## src/rtl/subleq_io_fifo_pkg.sv

```systemverilog
// Shared sizing for the subleq I/O responder: data word width and default FIFO depth.
package subleq_io_fifo_pkg;

  localparam int WORD_SIZE            = 16;
  localparam int SUBLEQ_IO_DEPTH_LOG2 = 4;

endpackage

```

## src/rtl/subleq_fifo.sv

```systemverilog
// Synchronous FIFO with show-ahead head word; zero-latency dout from the read pointer.
// Callers never push when full nor pop when empty; push+pop together is legal at any level.
module subleq_fifo #(
  parameter int WIDTH      = 16,
  parameter int DEPTH_LOG2 = 4
) (
  input  logic                  clk,
  input  logic                  rst,
  input  logic                  push,
  input  logic                  pop,
  input  logic [WIDTH-1:0]      din,
  output logic [WIDTH-1:0]      dout,
  output logic                  full,
  output logic                  empty,
  output logic [DEPTH_LOG2:0]   count
);

  localparam int DEPTH = 1 << DEPTH_LOG2;
  localparam logic [DEPTH_LOG2:0]   CNT_FULL = {1'b1, {DEPTH_LOG2{1'b0}}};
  localparam logic [DEPTH_LOG2:0]   CNT_ONE  = {{DEPTH_LOG2{1'b0}}, 1'b1};
  localparam logic [DEPTH_LOG2-1:0] PTR_ONE  = {{(DEPTH_LOG2-1){1'b0}}, 1'b1};

  logic [WIDTH-1:0]      mem_q [DEPTH];
  logic [DEPTH_LOG2-1:0] wptr_q, wptr_d;
  logic [DEPTH_LOG2-1:0] rptr_q, rptr_d;
  logic [DEPTH_LOG2:0]   count_q, count_d;

  always_comb begin
    wptr_d  = wptr_q;
    rptr_d  = rptr_q;
    count_d = count_q;
    if (push) wptr_d = wptr_q + PTR_ONE;
    if (pop)  rptr_d = rptr_q + PTR_ONE;
    case ({push, pop})
      2'b10:   count_d = count_q + CNT_ONE;
      2'b01:   count_d = count_q - CNT_ONE;
      default: count_d = count_q;
    endcase
  end

  always_ff @(posedge clk) begin
    if (rst) begin
      wptr_q  <= '0;
      rptr_q  <= '0;
      count_q <= '0;
    end else begin
      wptr_q  <= wptr_d;
      rptr_q  <= rptr_d;
      count_q <= count_d;
    end
  end

  // Storage is not reset: the pointers alone define which entries are live.
  always_ff @(posedge clk) begin
    if (push) mem_q[wptr_q] <= din;
  end

  assign dout  = mem_q[rptr_q];
  assign full  = (count_q == CNT_FULL);
  assign empty = (count_q == '0);
  assign count = count_q;

endmodule

```

## src/rtl/subleq_io_fifo.sv

```systemverilog
// I/O responder for the subleq MMIO router: RX/TX FIFOs bridging CPU req/ack to host valid/ready.
// Reads and writes each take one cycle to ack; eof halts the CPU once input has ended and RX is drained.
module subleq_io_fifo
  import subleq_io_fifo_pkg::*;
#(
  parameter int WIDTH      = WORD_SIZE,
  parameter int DEPTH_LOG2 = SUBLEQ_IO_DEPTH_LOG2
) (
  input  logic             clk,
  input  logic             rst,
  input  logic             in_req,
  output logic             in_ack,
  output logic [WIDTH-1:0] io_in,
  output logic             eof,
  input  logic             out_req,
  output logic             out_ack,
  input  logic [WIDTH-1:0] io_out,
  input  logic             host_in_valid,
  output logic             host_in_ready,
  input  logic [WIDTH-1:0] host_in_data,
  input  logic             host_eof,
  output logic             host_out_valid,
  input  logic             host_out_ready,
  output logic [WIDTH-1:0] host_out_data
);

  typedef enum logic {
    ST_IDLE = 1'b0,
    ST_ACK  = 1'b1
  } io_state_t;

  io_state_t        rd_state_q, rd_state_d;
  io_state_t        wr_state_q, wr_state_d;
  logic [WIDTH-1:0] io_in_q, io_in_d;
  logic             eof_q, eof_d;

  logic                rx_push, rx_pop, rx_full, rx_empty;
  logic [WIDTH-1:0]    rx_dout;
  logic [DEPTH_LOG2:0] rx_count;
  logic                tx_push, tx_pop, tx_full, tx_empty;
  logic [WIDTH-1:0]    tx_dout;
  logic [DEPTH_LOG2:0] tx_count;
  logic                unused_counts;

  assign unused_counts = ^{rx_count, tx_count};

  subleq_fifo #(.WIDTH(WIDTH), .DEPTH_LOG2(DEPTH_LOG2)) u_rx_fifo (
    .clk   (clk),
    .rst   (rst),
    .push  (rx_push),
    .pop   (rx_pop),
    .din   (host_in_data),
    .dout  (rx_dout),
    .full  (rx_full),
    .empty (rx_empty),
    .count (rx_count)
  );

  subleq_fifo #(.WIDTH(WIDTH), .DEPTH_LOG2(DEPTH_LOG2)) u_tx_fifo (
    .clk   (clk),
    .rst   (rst),
    .push  (tx_push),
    .pop   (tx_pop),
    .din   (io_out),
    .dout  (tx_dout),
    .full  (tx_full),
    .empty (tx_empty),
    .count (tx_count)
  );

  assign host_in_ready = !rst && !rx_full && !eof_q;
  assign rx_push       = host_in_valid && host_in_ready;
  assign eof_d         = eof_q || host_eof;

  // The ACK state never accepts a new request, which enforces two cycles per transfer.
  always_comb begin
    rd_state_d = ST_IDLE;
    io_in_d    = io_in_q;
    rx_pop     = 1'b0;
    case (rd_state_q)
      ST_IDLE: begin
        if (in_req && !rx_empty) begin
          rd_state_d = ST_ACK;
          rx_pop     = 1'b1;
          io_in_d    = rx_dout;
        end
      end
      default: rd_state_d = ST_IDLE;
    endcase
  end

  always_comb begin
    wr_state_d = ST_IDLE;
    tx_push    = 1'b0;
    case (wr_state_q)
      ST_IDLE: begin
        if (out_req && !tx_full) begin
          wr_state_d = ST_ACK;
          tx_push    = 1'b1;
        end
      end
      default: wr_state_d = ST_IDLE;
    endcase
  end

  always_ff @(posedge clk) begin
    if (rst) begin
      rd_state_q <= ST_IDLE;
      wr_state_q <= ST_IDLE;
      io_in_q    <= '0;
      eof_q      <= 1'b0;
    end else begin
      rd_state_q <= rd_state_d;
      wr_state_q <= wr_state_d;
      io_in_q    <= io_in_d;
      eof_q      <= eof_d;
    end
  end

  assign in_ack  = (rd_state_q == ST_ACK);
  assign io_in   = in_ack ? io_in_q : '0;
  assign out_ack = (wr_state_q == ST_ACK);
  assign eof     = eof_q && rx_empty;

  assign tx_pop         = !tx_empty && host_out_ready;
  assign host_out_valid = !tx_empty;
  assign host_out_data  = tx_dout;

endmodule

```

## config.mk

```make
export PLATFORM = sky130hd
export DESIGN_NAME = subleq_io_fifo
export DESIGN_NICKNAME = d
export VERILOG_FILES = /design/src/rtl/subleq_io_fifo_pkg.sv /design/src/rtl/subleq_fifo.sv /design/src/rtl/subleq_io_fifo.sv
export SDC_FILE = /design/constraint.sdc
export NUM_CORES = 1
export LEC_CHECK = 0
export ABC_CLOCK_PERIOD_IN_PS = 6600
export BUFFER_PORTS_ARGS = -buffer_cell sky130_fd_sc_hd__buf_4
export CORE_MARGIN = 5
export CORE_UTILIZATION = 28
export CTS_CLUSTER_SIZE = 30
export DETAILED_ROUTE_END_ITERATION = 16
export GPL_TIMING_DRIVEN = 0
export PLACE_DENSITY_LB_ADDON = 0.05
export SLEW_MARGIN = 20
export SYNTH_ARGS = -nofsm -noshare
export SYNTH_HDL_FRONTEND = slang
export SYNTH_HIERARCHICAL = 1
export SYNTH_SLANG_ARGS = --single-unit
```

## constraint.sdc

```tcl
create_clock -name clk -period 6.6 [get_ports clk]
set_input_delay 0.66 -clock clk [delete_from_list [all_inputs] [get_ports clk]]
set_output_delay 0.66 -clock clk [all_outputs]
set_load 0.03 [all_outputs]
```

==> flow_metrics.tcl <==
set metrics [dict create \
    powerDensity_mw_per_mm2 367 \
    hold_viol 0 \
    setup_viol 0 \
    cts-resized-gates 0 \
    regArea_mm2 0.0164 \
    drc_errors 0 \
    nets 1319 \
    synth.distinct_cells 41 \
    grt_max_degree 17 \
    cts_made_buffers 67 \
    cts_setup_buffers 0 \
    synth_top_family_by_area "multiplexers" \
    yosys_warnings 6 \
    hpwlAfterDp_mm 35.3 \
    portBuffers 75 \
    synth-compound-area-share_pct 2.70 \
    syn_area_mm2 0.0221 \
    drv_cap 0 \
    async_flop_share_pct 0 \
    path_max_fanout 10 \
    synth_common_cells "edfxtp_1, mux4_2, a22oi_1, dfxtp_1, and2_1" \
    cts-root-buf "clkbuf_16" \
    syn-num-nets 1173 \
    critical_path_class "reg -> out" \
    required_ns 5.94 \
    finalCriticalPeriod_ns 3.60 \
    swShare_pct 27.6 \
    pin_count 76 \
    drt_first_pass_iters 4 \
    p_switching_mw 2.64 \
    cts_tree "done" \
    chipWidth_um 291 \
    arrival_ns 2.94 \
    initial_core_util_pct 28.1 \
    drive_gt1_share_pct 26.1 \
    timing.final.ws_setup_ns 3.00 \
    worstMarginPinSlew_ns 1.12 \
    clk_path_buf_depth 3 \
    place.gp.congestion 0.693 \
    grt_pass1_vias 11600 \
    antenna_found_initial 1 \
    synthAdderAreaFrac_pct 1.02 \
    wirelength_mm 56.9 \
    fillCellCount 7526 \
    p_leak_nw 8.35 \
    yosysMostFrequentCell "edfxtp_1" \
    synth-seq-cells 565 \
    ys.flop_type "edfxtp_1" \
    synthCells 1116 \
    clkLatencyLatePin_ns 0.59 \
    cp-start-kind "flop" \
    p_clk_share_pct 36.0 \
    grt_use_total_pct 13.3 \
    synth.avg_cell_area_um2 19.8 \
    core_region_area_mm2 0.0787 \
    synth_area_leaders "edfxtp_1, mux4_2, dfxtp_1, a22oi_1, and2_1" \
    synth_edf_count 512 \
    synthXorXnorAreaFrac_pct 0.712 \
    pwr-share-seq_pct 43.3 \
    die_area_mm2 0.0848 \
    cts.sinks 565 \
    via_per_inst 4.58 \
    slew_headroom_pct 25.7 \
    wl_per_cell_um 24.0 \
    dp_slack_ns 3.07 \
    ant_nets 0 \
    synthDominantCellAreaShare_pct 69.5 \
    irDropWorstVdd_mv 0.186 \
    finalClockSkew_ns 0.0185 \
    finalMaxSlewViolations 0 \
    finalCritPeriodShare_pct 54.6 \
    hp-class "in -> reg" \
    status "finished clean" \
    muxShareOfSynthArea_pct 14.1 \
    num_rows 103 \
    max_freq_ghz 0.278 \
    tns_ns 0 \
    clk_pin_slew_worst_paths_ns 0.06 \
    grt_pass1_wl_mm 82.5 \
    synth_simple_gate_area_share_pct 5.41 \
    overflow 0 \
    hold_buffers 0 \
    yosysSeqAreaShare_pct 74.3 \
    yosysTopAreaCell "edfxtp_1" \
    critPathCaptureType "output port" \
    drtIter0Drc 607 \
    vias 10800 \
    combPwrFrac_pct 20.7 \
    multi_input_area_mm2 0.00533 \
    die_h_um 291 \
    htreeDepth 3 \
    intPower_mw 6.94 \
    rsz0062_at_grt "false" \
    areaGrowthSynthToFinish_pct 18.0 \
]
cell usage in the layout (no fill, tap or decap), types with 26 or more instances in the layout:
master / synthesis / routed
and2_1: 47 / 26
edfxtp_1: 512 / 512
buf_4: 6 / 81
nor2_1: 34 / 34
mux4_2: 122 / 122
nand2_1: 46 / 46
and2_2: 5 / 26
clkbuf_16: 0 / 69
a22oi_1: 64 / 64
nand2b_1: 34 / 34
dfxtp_1: 53 / 53
clkbuf_1: 23 / 42
sequential cells by signal, summed over array words and instances, names as in the netlist, named ones only:
signal,cells
u_rx_fifo/wptr_q,4
out_ack,1
u_rx_fifo/rptr_q,4
u_rx_fifo/mem_q,256
u_tx_fifo/rptr_q,4
u_tx_fifo/mem_q,256
in_ack,1
u_rx_fifo/count,5
eof_q,1
io_in_q,16
u_tx_fifo/count,5
u_tx_fifo/wptr_q,4
cell type report:
| cell class | count | area share [%] |
|---|---|---|
| clock buffer | 88 | 6.89 |
| sequential | 565 | 63.0 |
| tap | 1050 | 5.03 |
| inverter | 11 | 0.158 |
| buffer | 58 | 1.34 |
| clock inverter | 33 | 0.891 |
| multi-input combinational | 482 | 20.4 |
| antenna | 1 | 0.00958 |
| timing repair buffer | 77 | 2.32 |
critical path, cell delays in order, from the launching register on:
cell and delay (ns):
dfxtp_1 0.30, buf_2 0.29, buf_1 0.78, mux4_2 0.43, a22oi_1 0.23, nand2_1 0.13, buf_4 0.19
routing by layer:
metal	wire length (um)	track usage, %	vias up
met4	1010	3.04	0
met5	0	0	-
met1	24700	17.3	5751
met2	29300	23.3	185
li1	-	-	4816
met3	1840	2.44	72
power by group through the flow:
| stage | Combinational, mW | Clock, mW | Sequential, mW |
|---|---|---|---|
| global route | 2.16 | 3.74 | 4.16 |
| detailed placement | 2.05 | 0 | 4.22 |
| floorplan | 1.39 | 0 | 4.20 |
| CTS | 2.05 | 3.59 | 4.15 |
| finish | 1.98 | 3.45 | 4.15 |
| global placement | 2.05 | 0 | 4.22 |
per-stage QoR:
| stage | cells | instance area (um2) | util (%) | hold slack, ns | power, mW |
|---|---|---|---|---|---|
| after floorplan | 1116 | 22100 | - | 0.444 | 5.59 |
| after global placement | 2241 | 24000 | 30.5 | 0.460 | 6.27 |
| after detailed placement | 2242 | 24100 | 30.6 | 0.463 | 6.27 |
| after CTS | 2363 | 26100 | 33.1 | 0.248 | 9.79 |
| after global routing | 2364 | 26100 | 33.2 | 0.276 | 10.1 |
| final | 2365 | 26100 | 33.2 | 0.288 | 9.58 |
path summary, 6_finish.rpt:
path / startpoint / end / slack [ns] / depth (start not counted)
min: host_eof / eof_q / 0.29 / 3
max: flop / host_out_data[5] / 3.00 / 6
max reg2reg: u_rx_fifo/count[1] / u_rx_fifo/count[4] / 3.21 / 14
min reg2reg: io_in_q[6] / io_in_q[6] / 0.47 / 2
cell families (layout without fill, tap and decap cells):
logic type,after synthesis,in the layout
xor gates and xnor gates,18,18
DFF,565,565
buffers and inverters,69,267
and+or+nand+nor,216,216
other,0,1
AOI/OAI and AO/OA,80,80
adders and majority gates,18,18
muxes,150,150
No activity file was read; power rests on OpenSTA's default activity.
